<file path="src/rtl/bitserial_alu_ctrl.sv">
// bitserial_alu_ctrl: LSB-first bit-serial ALU with valid/ready handshake on both sides.
// Optional SLT on op 011 when BITSERIAL_ALU_SLT_EN is defined; otherwise op 011 is XOR.
module bitserial_alu_ctrl #(
    parameter int WIDTH = 32
) (
    input  logic             clk,
    input  logic             rst_n,
    input  logic             in_valid,
    output logic             in_ready,
    input  logic [WIDTH-1:0] a,
    input  logic [WIDTH-1:0] b,
    input  logic [2:0]       op,
    output logic             out_valid,
    input  logic             out_ready,
    output logic [WIDTH-1:0] result,
    output logic             carry,
    output logic             overflow,
    output logic             zero
);
    localparam int CW = $clog2(WIDTH + 1);

    typedef enum logic [1:0] {IDLE, RUN, DONE} state_t;

    state_t           state_q, state_d;
    logic [WIDTH-1:0] a_q, a_d, b_q, b_d, res_q, res_d;
    logic [2:0]       op_q, op_d;
    logic [CW-1:0]    cnt_q, cnt_d;
    logic             c_q, c_d, cm_q, cm_d, cy_q, cy_d, ov_q, ov_d, z_q, z_d;
    logic             inv_in, inv, arith, ab, bb, sum, cout, rbit;

`ifdef BITSERIAL_ALU_SLT_EN
    logic slt, lt;
    assign slt    = op_q == 3'b011;
    assign inv_in = op == 3'b001 || op == 3'b011;
    assign inv    = op_q == 3'b001 || slt;
    assign arith  = op_q[2:1] == 2'b00 || slt;
    // signed less-than: sign of the difference corrected by overflow
    assign lt     = res_q[WIDTH-1] ^ c_q ^ cm_q;
`else
    assign inv_in = op == 3'b001;
    assign inv    = op_q == 3'b001;
    assign arith  = op_q[2:1] == 2'b00;
`endif

    assign ab   = a_q[0];
    assign bb   = b_q[0] ^ inv;
    assign sum  = ab ^ bb ^ c_q;
    assign cout = (ab & bb) | (c_q & (ab ^ bb));

    always_comb begin
        rbit = 1'b0;
        case (op_q)
            3'b000, 3'b001, 3'b010, 3'b011: rbit = arith ? sum : ab ^ bb;
            3'b100:                         rbit = ab & bb;
            3'b101:                         rbit = ~(ab & bb);
            3'b110:                         rbit = ~(ab | bb);
            default:                        rbit = ab | bb;
        endcase
    end

    always_comb begin
        state_d   = state_q;
        a_d       = a_q;
        b_d       = b_q;
        op_d      = op_q;
        res_d     = res_q;
        cnt_d     = cnt_q;
        c_d       = c_q;
        cm_d      = cm_q;
        cy_d      = cy_q;
        ov_d      = ov_q;
        z_d       = z_q;
        in_ready  = 1'b0;
        out_valid = 1'b0;
        case (state_q)
            IDLE: begin
                in_ready = 1'b1;
                if (in_valid) begin
                    a_d     = a;
                    b_d     = b;
                    op_d    = op;
                    res_d   = '0;
                    cnt_d   = '0;
                    c_d     = inv_in;
                    cm_d    = 1'b0;
                    cy_d    = 1'b0;
                    ov_d    = 1'b0;
                    z_d     = 1'b1;
                    state_d = RUN;
                end
            end
            RUN: begin
                if (cnt_q == CW'(WIDTH)) begin
                    // all bits done: c_q is MSB carry-out, cm_q is MSB carry-in
                    cy_d    = arith & c_q;
                    ov_d    = arith & (c_q ^ cm_q);
                    state_d = DONE;
`ifdef BITSERIAL_ALU_SLT_EN
                    if (slt) begin
                        res_d = {{(WIDTH-1){1'b0}}, lt};
                        z_d   = ~lt;
                        cy_d  = 1'b0;
                        ov_d  = 1'b0;
                    end
`endif
                end else begin
                    a_d   = a_q >> 1;
                    b_d   = b_q >> 1;
                    res_d = {rbit, res_q[WIDTH-1:1]};
                    cm_d  = c_q;
                    c_d   = cout;
                    z_d   = z_q & ~rbit;
                    cnt_d = cnt_q + CW'(1);
                end
            end
            DONE: begin
                out_valid = 1'b1;
                if (out_ready) state_d = IDLE;
            end
            default: state_d = IDLE;
        endcase
    end

    always_ff @(posedge clk or negedge rst_n) begin
        if (!rst_n) begin
            state_q <= IDLE;
            a_q     <= '0;
            b_q     <= '0;
            op_q    <= '0;
            res_q   <= '0;
            cnt_q   <= '0;
            c_q     <= 1'b0;
            cm_q    <= 1'b0;
            cy_q    <= 1'b0;
            ov_q    <= 1'b0;
            z_q     <= 1'b1;
        end else begin
            state_q <= state_d;
            a_q     <= a_d;
            b_q     <= b_d;
            op_q    <= op_d;
            res_q   <= res_d;
            cnt_q   <= cnt_d;
            c_q     <= c_d;
            cm_q    <= cm_d;
            cy_q    <= cy_d;
            ov_q    <= ov_d;
            z_q     <= z_d;
        end
    end

    assign result   = res_q;
    assign carry    = cy_q;
    assign overflow = ov_q;
    assign zero     = z_q;
endmodule

</file>
<file path="config.mk">
export PLATFORM = sky130hd
export DESIGN_NAME = bitserial_alu_ctrl
export DESIGN_NICKNAME = d
export VERILOG_FILES = /design/src/rtl/bitserial_alu_ctrl.sv
export SDC_FILE = /design/constraint.sdc
export NUM_CORES = 1
export LEC_CHECK = 0
export CORE_MARGIN = 4
export CORE_UTILIZATION = 35
export CTS_CLUSTER_SIZE = 16
export DETAILED_ROUTE_END_ITERATION = 16
export SYNTH_ARGS = -nofsm -noshare
export SYNTH_HDL_FRONTEND = slang
export SYNTH_SLANG_ARGS = --single-unit
</file>
<file path="constraint.sdc">
create_clock -name clk -period 4.8 [get_ports clk]
set_input_delay 0.96 -clock clk [delete_from_list [all_inputs] [get_ports clk]]
set_output_delay 0.96 -clock clk [all_outputs]
set_load 0.01 [all_outputs]
</file>
==> impl_metrics.csv, run 1 <==
group,metric,value,unit
run_status,outcome,"complete, no violations",
global_routing,grt_overflow,0,
logic_synthesis,synth_cell_type_count,33,
logic_synthesis,synth_most_common_cell,"dfrtp_1",
logic_synthesis,synth_compound_area_share,9.95,%
place,numPortBuffers,107,
timing,skew,0.00656,ns
worst_setup_path,r2r_setup_slack,2.28,ns
logic_synthesis,synthTopCellsByArea,"dfrtp_1, o22ai_1, nand2_1",
layout,drive_above_1_share,5.52,%
logic_synthesis,synth-xor-area-share,1.09,%
detailed_routing,postRouteAntennaNets,0,
floorplan,core,13400,um^2
worst_setup_path,r2r_cells,5,
detailed_routing,drtIter0Drc,250,
timing,tightest_slew,1.11,ns
global_routing,first_global_vias,3900,
logic_synthesis,yosysTopAreaCell,"dfrtp_1",
logic_synthesis,synth_edf_count,0,
cts,cts_tree,"yes",
place,dp_hpwl,7280,um
worst_setup_path,critPathArrivalTime,2.93,ns
logic_synthesis,yosys.area.top_type_share,57.4,%
place,placed_area,5990,um^2
global_routing,grt_max_degree,104,
layout,fillers,1313,
detailed_routing,drt-total-wl,11700,um
logic_synthesis,synth_area,4840,um^2
logic_synthesis,synth_commonest_cells,"dfrtp_1, nand2_1, nor2_1",
detailed_routing,via_per_inst,5.08,
worst_setup_path,reg2reg_from,"state_q[0]$_DFFE_PN0P_",
floorplan,dieWidth,126,um
worst_setup_path,cp_max_fo,45,
detailed_routing,dr.pass1.iters,4,
logic_synthesis,seq_area_frac_synth,57.9,%
cts,root_buffer,"clkbuf_16",
hold_path,hold-path-endpoint,"result[26]$_DFFE_PN0P_",
layout,finalNetCount,670,
logic_synthesis,synth_nets,587,
cts,cts_setup_buffers,0,
logic_synthesis,synthArstFlopShare,100,%
logic_synthesis,muxShareOfSynthArea,0.414,%
timing,rsz0062_at_grt,"false",
worst_setup_path,crit_type,"input port to register",
hold_path,min_path_type,"register to register",
cts,htree_levels,3,
logic_synthesis,synthAdderAreaFrac,1.45,%
detailed_routing,routedWlPerCell,15.1,um
logic_synthesis,avgSynthCellArea,9.47,um^2
floorplan,io_pins,108,
timing,fin_crit_sh,55.3,%
floorplan,dieArea,15800,um^2
cts,insertion_delay,0.35,ns
logic_synthesis,synth_flop_cell,"dfrtp_1",
worst_setup_path,startpoint_type,"input port",
logic_synthesis,yosysWarnings,0,
power_and_ir_drop,ir_worst_vdd,0.339,mV
cts,cts.clk_slew.worst_paths,0.07,ns
cts,cts_resized,0,
hold_path,whs_path_depth,2,
layout,fin_area,6260,um^2
place,gp_congestion,0.760,
cts,cts_buffers,9,
timing,max_freq,377,MHz
timing,final_max_slew_viol_count,0,
worst_setup_path,cp.required,5.07,ns
logic_synthesis,synthSimpleGateAreaFrac,24.5,%
worst_setup_path,worstReg2RegEnd,"a_q[2]$_DFFE_PN0P_",
timing,fin_crit,2.65,ns
global_routing,grt_pass1_wl,19300,um
detailed_routing,drc_errors,0,
logic_synthesis,ys_seq_elements,112,
power_and_ir_drop,powerDensity,668,nW/um^2
hold_path,min-delay-start,"result[27]$_DFFE_PN0P_",
timing,finalHoldViolCount,0,
detailed_routing,num_vias,3932,
logic_synthesis,syn_inst,511,
power_and_ir_drop,finalPower,4.18,mW
cts,clkSinkCount,112,
logic_synthesis,synth_top_family_by_area,"simple AND/OR/NAND/NOR gates",
floorplan,num_rows,42,
global_routing,antenna_found_initial,0,
power_and_ir_drop,total_leakage_power,2.67,nW
layout,synthToLayoutAreaGrowth,29.3,%
global_routing,grt.total_usage,14.8,%
worst_setup_path,crit_path_end_kind,"register",
layout,antennaDiodeCount,0,
timing,maxSlewHeadroom,25.9,%
cts,hold_buffers,0,
floorplan,die_h,126,um
floorplan,start_util,36.1,%
run,maxCapViolations,0,
timing,finalSetupViolations,0,
cts,clock_path_buffers,2,
timing,final.setup.tns,0,ns
[stage by stage]
stage	hold slack (ns)	worst slack, ns	utilization, %	std cells
after floorplan	0.467	2.81	-	511
after global placement	0.477	1.83	44.7	759
after detailed placement	0.483	1.80	44.7	759
after CTS	0.499	2.17	46.7	774
after global routing	0.521	1.99	46.7	774
final	0.493	2.15	46.7	774
[final cells by class]
class                           instances  area [um^2]  area share [%]
Clock buffer                           15          268            4.28
Inverter                                7         26.3           0.420
Multi-Input combinational cell        351         1830            29.2
Sequential cell                       112         2800            44.8
Tap cell                              176          220            3.52
Timing Repair Buffer                  113         1110            17.8
[cell families after synthesis]
| group | after synthesis |
|---|---|
| and+or+nand+nor | 262 |
| DFF | 112 |
| AOI/OAI and AO/OA | 76 |
| buffers and inverters | 48 |
| xor gates and xnor gates | 6 |
| adders and majority gates | 5 |
| muxes | 2 |
[sequential cells by signal, summed over array words and instances, names as in the netlist]
register / count
a_q: 32
b_q: 32
c_q: 1
carry: 1
cm_q: 1
cnt_q: 6
op_q: 3
overflow: 1
result: 32
state_q: 2
zero: 1
[power breakdown]
| part | switching [mW] | internal [mW] |
|---|---|---|
| combinational | 0.984 | 0.804 |
| clock | 0.319 | 0.379 |
| sequential | 0.298 | 1.39 |
[worst max-delay path, stage by stage]
cell and delay, ns:
clkdlybuf4s50_1 0.51, and2_2 0.74, buf_4 0.47, nor3_1 0.08
nor2_1 0.14
[per-layer routing]
layer,part of all wire [%],track usage [%],up-vias
li1,-,-,1927
met1,46,19.7,1917
met2,48,24.2,77
met3,3.7,2.56,11
met4,1.7,5.93,0
met5,0,0,-
[worst max-delay path by stage]
stage	to	start	slack, ns
detailed placement	a_q[22]$_DFFE_PN0P_	in_valid	1.80
CTS	in_ready	state_q[0]$_DFFE_PN0P_	2.17
finish	a_q[27]$_DFFE_PN0P_	in_valid	2.15
global route	a_q[20]$_DFFE_PN0P_	in_valid	1.99
floorplan	result[31]$_DFFE_PN0P_	op_q[1]$_DFFE_PN0P_	2.81
global placement	a_q[30]$_DFFE_PN0P_	in_valid	1.83
[cells in the final DEF, fill, tap and decap left out]
cell,Yosys,routed
xnor2_1,1,1
and3_1,1,1
nand4_1,3,3
dfstp_2,1,1
inv_1,7,7
o41a_2,0,1
fa_1,1,1
mux2i_1,2,2
nor3_1,51,51
nor2_1,69,69
clkdlybuf4s50_1,0,106
or3_1,1,1
o21ai_0,3,3
a21oi_1,3,3
xor2_1,5,5
o31ai_1,1,1
a211oi_1,2,2
nor4_1,1,1
clkbuf_16,0,9
clkbuf_8,0,2
nand2_4,0,1
nor3b_1,1,1
nand2_1,85,84
and2_2,0,1
buf_4,9,7
a21o_1,2,2
nor2b_1,3,3
dfrtp_1,111,111
o22ai_1,63,63
and2_1,2,1
nor3_2,10,10
o41ai_2,0,1
clkbuf_1,15,4
nand3_1,35,35
ha_1,4,4
Power figures use the tool's default switching activity.
==> run 2: changes to the inputs <==
==> constraint.sdc (replaced) <==
create_clock -name clk -period 2.13 [get_ports clk]
set_input_delay 0.426 -clock clk [delete_from_list [all_inputs] [get_ports clk]]
set_output_delay 0.426 -clock clk [all_outputs]
set_load 0.01 [all_outputs]
==> impl_metrics.csv, run 2 (synthesis results as in run 1) <==
group,metric,value,unit
worst_setup_path,crit_family,"buffers and inverters",
worst_setup_path,crit_type,"register to primary output",
detailed_routing,drtIter0Drc,337,
run_status,outcome,"complete, no violations",
place,gp_congestion,0.786,
floorplan,dieWidth,126,um
layout,most-common-layout-cells,"dfrtp_1, clkdlybuf4s50_1, nand2_1",
floorplan,die_h,126,um
global_routing,grt_max_degree,55,
global_routing,use_met2,25.4,%
detailed_routing,routedWlPerCell,15.3,um
layout,layout_commonest_cell,"dfrtp_1",
worst_setup_path,reg2reg_from,"op_q[2]$_DFFE_PN0P_",
cts,root_buffer,"clkbuf_16",
timing,tightest_slew,0.451,ns
detailed_routing,via_per_inst,5.08,
worst_setup_path,cp.required,1.70,ns
layout,antennaDiodeCount,0,
global_routing,grt.total_usage,15.5,%
worst_setup_path,cp_max_fo,3,
floorplan,core,13400,um^2
timing,skew,0.00909,ns
worst_setup_path,r2r_cells,8,
timing,post-route-worst-setup-slack,0.0400,ns
detailed_routing,postRouteAntennaNets,0,
power_and_ir_drop,ir_worst_vdd,0.509,mV
timing,maxSlewHeadroom,69.9,%
layout,fin_area,6550,um^2
timing,max_freq,478,MHz
cts,cts_setup_buffers,0,
global_routing,grt_util_met1,20.5,%
worst_setup_path,r2r_setup_slack,0.08,ns
power_and_ir_drop,powerDensity,1540,nW/um^2
detailed_routing,drc_errors,0,
floorplan,io_pins,108,
detailed_routing,drt-total-wl,12100,um
timing,final_max_slew_viol_count,0,
cts,cts.clk_slew.worst_paths,0.07,ns
global_routing,busiest_layer,"met2",
global_routing,first_global_vias,4004,
floorplan,start_util,36.1,%
worst_setup_path,worstReg2RegEnd,"result[31]$_DFFE_PN0P_",
layout,finalNetCount,685,
cts,htree_levels,3,
place,placed_area,6190,um^2
cts,hold_buffers,0,
worst_setup_path,crit_cells,2,
worst_setup_path,crit_slowest_cell,"clkdlybuf4s50_1",
timing,fin_crit,2.09,ns
power_and_ir_drop,total_leakage_power,2.81,nW
place,numPortBuffers,107,
place,dp_hpwl,8090,um
worst_setup_path,startpoint_type,"register",
worst_setup_path,cp_cell_sequence,"nor2_1, clkdlybuf4s50_1",
floorplan,num_rows,42,
timing,finalSetupViolations,0,
worst_setup_path,crit_path_end_kind,"primary output",
global_routing,antenna_found_initial,0,
cts,insertion_delay,0.35,ns
global_routing,met3_usage,3.28,%
global_routing,grt_overflow,0,
power_and_ir_drop,finalPower,10.1,mW
detailed_routing,num_vias,4015,
run,maxCapViolations,0,
place,dp_slack,-0.0590,ns
worst_setup_path,critPathArrivalTime,1.66,ns
timing,finalHoldViolCount,0,
timing,holdWs,0.0132,ns
timing,final.setup.tns,0,ns
detailed_routing,dr.pass1.iters,4,
worst_setup_path,critPathBufInv,1,
timing,fin_crit_sh,98.1,%
layout,synthToLayoutAreaGrowth,35.4,%
floorplan,dieArea,15800,um^2
cts,clock_path_buffers,2,
cts,cts_tree,"yes",
global_routing,grt_pass1_wl,20200,um
cts,cts_buffers,9,
layout,fillers,1266,
worst_setup_path,critPathMaxStageDelay,0.61,ns
layout,drive_above_1_share,9.45,%
hold_path,min_path_type,"input port to async pin",
cts,clkSinkCount,112,
-- run 2: cell types whose count changed in the layout (fill, tap and decap cells not counted), moves of 2 or more --
| cell | before | now |
|---|---|---|
| a211oi_1 | 2 | 0 |
| buf_12 | 0 | 7 |
| buf_4 | 7 | 15 |
| clkbuf_1 | 4 | 1 |
| a211oi_2 | 0 | 2 |
| dfrtp_2 | 0 | 2 |
| bufinv_16 | 0 | 2 |
| dfrtp_1 | 111 | 109 |
-- run 2: worst max-delay path by stage --
stage / from / to / slack [ns]
finish: state_q[0]$_DFFE_PN0P_ / in_ready / 0.04
global route: op_q[2]$_DFFE_PN0P_ / result[31]$_DFFE_PN0P_ / -0.03
CTS: state_q[0]$_DFFE_PN0P_ / in_ready / 0.01
detailed placement: op_q[1]$_DFFE_PN0P_ / result[31]$_DFFE_PN0P_ / -0.06
global placement: op_q[1]$_DFFE_PN0P_ / result[31]$_DFFE_PN0P_ / 0.10
floorplan: op_q[1]$_DFFE_PN0P_ / result[31]$_DFFE_PN0P_ / 0.14
-- run 2: repair_timing --
action                     CTS  global route
setup endpoints to repair    1             2
resized for setup            2             5
pin swaps                    0             0
-- run 2: cell type report --
class                           instances  area (um^2)  area share [%]
Clock buffer                           12          256            3.92
Timing Repair Buffer                  128         1310            20.1
Multi-Input combinational cell        351         1850            28.3
Sequential cell                       112         2810            42.8
Inverter                                7         26.3           0.401
Clock inverter                          4         76.3            1.17
Tap cell                              176          220            3.36
-- run 2: where the power goes --
part | switching, mW | internal (mW) | total, mW
combinational | 2.33 | 2.09 | 4.42
clock | 0.762 | 1.10 | 1.86
sequential | 0.682 | 3.15 | 3.83
-- run 2: layer usage --
metal / wire length [um] / part of all wire, %
met4: 223 / 1.9
met2: 6110 / 51
met3: 429 / 3.6
met1: 5280 / 44
met5: 0 / 0
-- run 2: metrics by stage --
step                util, %  instances
global placement       46.2        774
finish                 48.9        790
CTS                    48.8        790
global route           48.9        790
floorplan                 -        511
detailed placement     46.2        774
-- run 2: worst reg2reg max path: cells and delay by family, from the launching register on --
family | cells | cell delay [ns]
xor+xnor | 1 | 0.18
simple gates | 3 | 0.39
compound gates | 3 | 0.49
fa+ha+maj | 1 | 0.43
flops | 1 | 0.45
